==> config.mk <==
export PLATFORM = sky130hd
export DESIGN_NAME = sw_rr_arbiter_flat
export DESIGN_NICKNAME = d
export VERILOG_FILES = /design/src/rtl/sw_rr_arbiter_if.sv /design/src/rtl/sw_rr_arbiter.sv /design/src/flat_wrapper.sv
export SDC_FILE = /design/constraint.sdc
export NUM_CORES = 1
export LEC_CHECK = 0
export CAP_MARGIN = 15
export CORE_AREA = 3 3 43 45
export CTS_BUF_LIST = sky130_fd_sc_hd__clkbuf_2 sky130_fd_sc_hd__clkbuf_4 sky130_fd_sc_hd__clkbuf_8
export DETAILED_ROUTE_END_ITERATION = 10
export DIE_AREA = 0 0 46 48
export PLACE_DENSITY = 0.86
export SETUP_SLACK_MARGIN = 0.3
export SLEW_MARGIN = 20
export SYNTH_ARGS = -nofsm -noshare
export SYNTH_HDL_FRONTEND = slang
export SYNTH_SLANG_ARGS = --single-unit
==> constraint.sdc <==
create_clock -name clk -period 1.9 [get_ports clk]
set_input_delay 0.38 -clock clk [delete_from_list [all_inputs] [get_ports clk]]
set_output_delay 0.38 -clock clk [all_outputs]
set_load 0.05 [all_outputs]
==> src/rtl/sw_rr_arbiter_if.sv <==
// Switch/LED bundle for sw_rr_arbiter.
// master = switch side (drives Sw); slave = arbiter (drives LED/Busy/Owner).
interface sw_rr_arbiter_if #(
  parameter int N = 4
);
  localparam int OW = $clog2(N);

  logic [N-1:0]  Sw;
  logic [N-1:0]  LED;
  logic          Busy;
  logic [OW-1:0] Owner;

  modport master (output Sw, input LED, input Busy, input Owner);
  modport slave  (input Sw, output LED, output Busy, output Owner);
endinterface

==> src/rtl/sw_rr_arbiter.sv <==
// Round-robin arbiter sharing one LED/gate resource among N switch requesters.
// Each grant lasts at most HOLD_CYC cycles and is followed by a 2-cycle gap.
// Optional macro DEBOUNCE_EN: 2-FF synchronizer plus a DB_CYC-cycle stability
// filter on each switch before arbitration.
module sw_rr_arbiter #(
  parameter int N        = 4,
  parameter int HOLD_CYC = 8,
  parameter int DB_CYC   = 4
) (
  input  logic           clk,
  input  logic           reset,
  sw_rr_arbiter_if.slave bus
);
  localparam int OW = $clog2(N);
  localparam int CW = $clog2(HOLD_CYC + 1);

  // Elaboration-time sanity checks on the configuration.
  if (N < 2)        begin : g_chk_n    $error("N must be >= 2");        end
  if (HOLD_CYC < 1) begin : g_chk_hold $error("HOLD_CYC must be >= 1"); end
  if (DB_CYC < 1)   begin : g_chk_db   $error("DB_CYC must be >= 1");   end

  typedef enum logic [1:0] {IDLE, GRANT, RELEASE} state_t;

  logic [N-1:0] req;

`ifdef DEBOUNCE_EN
  localparam int DBW = $clog2(DB_CYC + 1);

  logic [N-1:0]   sync1, sync2, req_q;
  logic [DBW-1:0] dbc [N];

  // Synchronize each switch, then accept a new level only after it has
  // differed from the current request for DB_CYC consecutive cycles.
  always_ff @(posedge clk or posedge reset) begin
    if (reset) begin
      sync1 <= '0;
      sync2 <= '0;
      req_q <= '0;
      for (int i = 0; i < N; i++) dbc[i] <= '0;
    end else begin
      sync1 <= bus.Sw;
      sync2 <= sync1;
      for (int i = 0; i < N; i++) begin
        if (sync2[i] != req_q[i]) begin
          if (dbc[i] == DBW'(DB_CYC - 1)) begin
            req_q[i] <= sync2[i];
            dbc[i]   <= '0;
          end else begin
            dbc[i] <= dbc[i] + 1'b1;
          end
        end else begin
          dbc[i] <= '0;
        end
      end
    end
  end

  assign req = req_q;
`else
  assign req = bus.Sw;
`endif

  // First set bit of r at or above p, wrapping N-1 -> 0; returns p when r == 0.
  function automatic logic [OW-1:0] rr_pick(input logic [N-1:0] r, input logic [OW-1:0] p);
    logic [OW-1:0] w;
    logic [OW-1:0] ix;
    logic          found;
    w     = p;
    found = 1'b0;
    for (int i = 0; i < N; i++) begin
      ix = OW'((int'(p) + i) % N);
      if (!found && r[ix]) begin
        w     = ix;
        found = 1'b1;
      end
    end
    return w;
  endfunction

  state_t        state;
  logic [OW-1:0] ptr;
  logic [OW-1:0] owner_q;
  logic [CW-1:0] cnt;
  logic [N-1:0]  led_q;
  logic          busy_q;
  logic [OW-1:0] winner;

  assign winner = rr_pick(req, ptr);

  // Grant FSM with registered LED/Busy/Owner; the search pointer moves one
  // past the owner on release so a persistent owner goes to the back.
  always_ff @(posedge clk or posedge reset) begin
    if (reset) begin
      state   <= IDLE;
      ptr     <= '0;
      owner_q <= '0;
      cnt     <= '0;
      led_q   <= '0;
      busy_q  <= 1'b0;
    end else begin
      case (state)
        IDLE: begin
          if (|req) begin
            owner_q <= winner;
            led_q   <= {{(N-1){1'b0}}, 1'b1} << winner;
            busy_q  <= 1'b1;
            cnt     <= '0;
            state   <= GRANT;
          end
        end
        GRANT: begin
          cnt <= cnt + 1'b1;
          if (!req[owner_q] || cnt == CW'(HOLD_CYC - 1)) begin
            led_q  <= '0;
            busy_q <= 1'b0;
            state  <= RELEASE;
          end
        end
        RELEASE: begin
          ptr   <= (owner_q == OW'(N - 1)) ? '0 : owner_q + 1'b1;
          state <= IDLE;
        end
        default: state <= IDLE;
      endcase
    end
  end

  assign bus.LED   = led_q;
  assign bus.Busy  = busy_q;
  assign bus.Owner = owner_q;
endmodule

==> src/flat_wrapper.sv <==
// flat-port wrapper written by rule: the top's interface ports become plain ports
module sw_rr_arbiter_flat 
#(
  parameter int N        = 4,
  parameter int HOLD_CYC = 8,
  parameter int DB_CYC   = 4
)
  (clk, reset, bus_Sw, bus_LED, bus_Busy, bus_Owner);
  sw_rr_arbiter_if #(.N(N)) bus_i ();
  input  logic clk;
  input  logic reset;
  input wire logic [$bits(bus_i.Sw)-1:0] bus_Sw;
  output wire logic [$bits(bus_i.LED)-1:0] bus_LED;
  output wire logic [$bits(bus_i.Busy)-1:0] bus_Busy;
  output wire logic [$bits(bus_i.Owner)-1:0] bus_Owner;
  assign bus_i.Sw = bus_Sw;
  assign bus_LED = bus_i.LED;
  assign bus_Busy = bus_i.Busy;
  assign bus_Owner = bus_i.Owner;
  sw_rr_arbiter #(.N(N), .HOLD_CYC(HOLD_CYC), .DB_CYC(DB_CYC)) u_core (.clk(clk), .reset(reset), .bus(bus_i));
endmodule
### Word-level counts from Yosys, hierarchy flattened

Cells that the tools add are included.
Widths: inputs -> output; s select.

| storage, ports and cells | value |
|---|---|
| register bits after elaboration | 15 |
| output and inout bits | 7 |
| word-level logic and storage cells | 66 |

| operators by class | value |
|---|---|
| $add $sub $neg | 5 |
| magnitude comparators | 5 |
| equal/unequal tests | 6 |
| shifts and indexed selects | 1 |
| multiplexer cells | 28 |
| reduce and logical (&&, ||, !) cells | 15 |

Operators with widths:

| cell | count |
|---|---|
| $pmux 4 s2 | 2 |
| $lt 2x3->1 const B | 5 |
| $mux 2 | 6 |
| $mux 4 | 3 |
| $bmux 1 s2 | 5 |
| $mux 1 | 10 |
| $reduce_and 2->1 | 3 |
| $add 2x1->2 const B | 2 |
| $add 2x2->2 const B | 2 |
| $add 4x1->4 const B | 1 |
| $eq 2x2->1 const B | 2 |
| $eq 4x3->1 const B | 1 |
| $logic_not 1->1 | 4 |
| $ne 2x1->1 const B | 2 |
| $pmux 2 s2 | 1 |
| $reduce_or 4->1 | 1 |
| $shl 1x2->4 const A | 1 |
| $logic_and 1x1->1 | 3 |
| $reduce_and 3->1 | 1 |
| $eq 2x1->1 const B | 1 |
| $logic_not 2->1 | 1 |
| $pmux 1 s2 | 1 |
| $reduce_bool 2->1 | 1 |
| $logic_or 1x1->1 | 1 |

### Depth between registers and ports, before layout

| depth | value |
|---|---|
| depth after elaboration | 15 |
| mapped depth | 5 |

### Worst setup path after synthesis

OpenSTA, ideal clock, no wires.

| timing | value |
|---|---|
| path type | flip-flop to flip-flop |
| start | reg u_core.owner_q[0] (netlist: u_core.bus.Owner[0]) |
| end | reg u_core.led_q[3] (netlist: u_core.bus.LED[3]) |
| library setup time | 0.122 ns |
| arrival time | 1.629 ns |
| data required time | 1.778 ns |
| setup slack | 0.149 ns |
| stages on the path, launching flop included | 5 |
| cells stage by stage | dfrtp_1 -> mux4_2 -> o211ai_2 -> nand2_4 -> a32o_1 |

| between the ends | value |
|---|---|
| longest elaborated chain between the ends | 6 |

RTL lines:

| what | line | source |
|---|---|---|
| from (decl) | sw_rr_arbiter.sv:82 | `logic [OW-1:0] owner_q;` |
| from (signal assigned) | sw_rr_arbiter.sv:104 | `owner_q <= winner;` |
| $bmux 1 s2 | sw_rr_arbiter.sv:113 | `if (!req[owner_q] \|\| cnt == CW'(HOLD_CYC - 1)) begin` |
| $mux 1 (implied by the code) | sw_rr_arbiter.sv:113 |  |
| $logic_not 1->1 | sw_rr_arbiter.sv:113 |  |
| $logic_or 1x1->1 | sw_rr_arbiter.sv:113 |  |
| $ne 2x1->1 (no line) | -- |  |
| $reduce_and 3->1 (no line) | -- |  |
| to (signal assigned) | sw_rr_arbiter.sv:105 | `led_q <= {{(N-1){1'b0}}, 1'b1} << winner;` |
| to (decl) | sw_rr_arbiter.sv:84 | `logic [N-1:0] led_q;` |

Every way passes these cells. The select of a mux whose other input is x is not followed.
A chain may end at the register's enable or synchronous reset.

### Worst setup path in the final report

| timing | value |
|---|---|
| start | reg u_core.led_q[1] (netlist: u_core.bus.LED[1]) |
| end | out bus_LED[1] |

RTL lines:

| what | line | source |
|---|---|---|
| to (decl) | flat_wrapper.sv:13 | `output wire logic [$bits(bus_i.LED)-1:0] bus_LED;` |

No word-level cell between the ends.

==> run metrics <==
Final WS setup between 0.3 and 0.4 ns; hold violation count in the final report 0; FP Rows 14; power per standard cell area about 1700 mW/mm^2; Final Wtd Congestion between 0.8 and 0.9; vias in the first global route just over 600; Core Util, Final 0.651; Cell Int Power about 900 uW; clock skew roughly 0.014 ns; count leader, synth dfrtp_1; core area about 0.0015 sq mm; Inst Count DP a little over 100; Initial Util 0.513; post-CTS setup buffers 0; Routed WL per cell 15.4 um; Slew HR 0.634; Total Power Consumption 1.70 mW; Gate power share 0.532; Hold Slack between 0.4 and 0.5 ns; Synth area leaders dfrtp_1, nor2b_1, nand2_1; Slowest-stage cell, CP dlygate4sd2_1; clock transition at the registers of the reported paths 0.10 ns; Crit. path cell count 1; post-DP HPWL approximately 1200 um; Flop pwr share 0.357; Avg Cell Area, Syn between 10 and 15 sq um; #FFs+latches synth 15; Synth top area share 0.485; Leakage roughly 0.46 nW; worst skew pair latency between 0.2 and 0.3 ns; gate count after technology mapping 69; CP Capture Type output pin; CTS Root Cell clkbuf_4; multi-input logic area a little over 400 sq um; cts bufs inserted 3; syn_nets just under 80; gr busiest metal met2; Syn-to-layout area delta 26.9%; largest net degree at the start of global routing 16; drc violations 0; met1 Usage GRT 0.209; critical path class flop to output pin; sequential cell area about 380 sq um; Post-Syn Area approximately 770 sq um; clock network power share 0.110; Nets slightly below 100; Vias 627; FFs w/ async S/R, synth 1.00; Die ar. around 0.0022 sq mm; CTS Sinks 15; Vias/cell around 6.0; GR Util met3 0.0338; worst vdd ir about 1200 uV; Layout Cells excl Fill 105; DR pass1 iterations 4; RSZ-0062 raised after global routing no; final setup fails 0; Worst setup SP type flop; minimum clock period 1.58 ns; post-synth top area cell dfrtp_1; crit-path cells dlygate4sd2_1; number of synthesized flops with an enable pin 0; Slew @ Worst Pin between 0.5 and 0.6 ns; TritonCTS clock tree built; met2 GRT Util 0.324; first-pass GRT wire length ~2800 um; GRT overflow 0; Slew Limit Fails 0; Setup TNS 0 ns; post-synth cell types 31; ant diodes 0; layout cell share with drive strength beyond 1 0.247; fmax between 600 and 700 MHz; switch share 0.469; Worst EP arrival roughly 1.2 ns; Max FO, Critical Path 2; Top-Level Pins 13; IO Port Bufs 12; Antenna Nets Post-Route 0; status finished clean; Tightest Hold Check Type input port to async pin; number of max-cap violations 0; htree depth 1; post-route cell area around 1000 sq um; GRT Total Usage 0.177; placed inst area around 940 sq um; Worst path max stage delay 0.54 ns; CP bufs+invs 1; Iter 0 DRT Violations 11; part of the Yosys area used for sequential elements 0.485; Die Width roughly 46 um; Synth top cells by count dfrtp_1, nand2_1, nor2b_1; WL final ~1600 um; Crit path max-delay family buffers and inverters; Yosys warnings 0; crit share post-route 0.829; dominant synthesized flop cell dfrtp_1; initial antenna violation count 0; Placement Setup Slack -0.124 ns; Fill cells 127; Switch Pwr 798 uW; reg2reg path depth 4; Die Ht between 40 and 50 um; Bufs on Longest Clock Path 2; CP required 1.52 ns
-- final cells by class --
class	instances	share of cell area
clock buffers	3	0.0230
well taps	16	0.0204
inverters	2	0.00765
clock inverters	1	0.00510
repair buffers	16	0.143
flip-flops and latches	15	0.384
multi-input cells	52	0.417
-- registers in the layout (all words and copies together), names as in the netlist --
register / flops
u_core.bus.Owner: 2
u_core.bus.LED: 4
u_core.cnt: 4
u_core.bus.Busy: 1
u_core.ptr: 2
u_core.state: 2
-- routing by layer --
layer / part of all wire / up-vias
li1: - / 302
met1: 0.43 / 305
met2: 0.51 / 14
met3: 0.032 / 6
met4: 0.023 / 0
met5: 0 / -
-- power by group through the flow --
stage | Combinational [mW] | Clock, mW | Sequential [mW]
after CTS | 0.884 | 0.185 | 0.599
after global placement | 0.889 | 0 | 0.600
after detailed placement | 0.907 | 0 | 0.605
final | 0.905 | 0.188 | 0.608
after floorplan | 0.424 | 0 | 0.797
after global routing | 0.994 | 0.201 | 0.630
-- worst paths after layout --
path | from | to | slack, ns
min reg2reg | u_core.bus.LED[3] | u_core.bus.LED[3] | 0.50
min in group clk | u_core.bus.LED[3] | u_core.bus.LED[3] | 0.50
min | reset | u_core.cnt[1] | 0.42
max | u_core.bus.LED[1] | bus_LED[1] | 0.32
max reg2reg | u_core.bus.Owner[0] | u_core.bus.LED[2] | 0.44
max in group asynchronous | reset | u_core.bus.Owner[0] | 1.07
-- cells by family (layout without fill, tap and decap cells) --
| logic type | count (synthesis) | in the layout | share of synthesized area |
|---|---|---|---|
| compound gates | 21 | 21 | 0.214 |
| xor+xnor | 1 | 1 | 0.0113 |
| fa+ha+maj | 2 | 2 | 0.0324 |
| buf+inv | 2 | 22 | 0.00971 |
| flops | 15 | 15 | 0.485 |
| mux | 3 | 3 | 0.0582 |
| simple gates | 25 | 25 | 0.189 |
-- layout by cell type (no fill, tap or decap), types with 3 or more instances in the layout --
cell type and n:
buf_4 6, o21ai_0 3, dlygate4sd2_1 6, dfrtp_1 14, nand2_1 7, clkbuf_4 3
nor2b_1 5
-- repair_timing --
| item | 4_1_cts | 5_1_grt |
|---|---|---|
| gates resized for setup | 10 | 6 |
| hold buffers | 0 | 0 |
| setup endpoints to repair | 10 | 6 |
No activity file was read; power rests on OpenSTA's default activity.
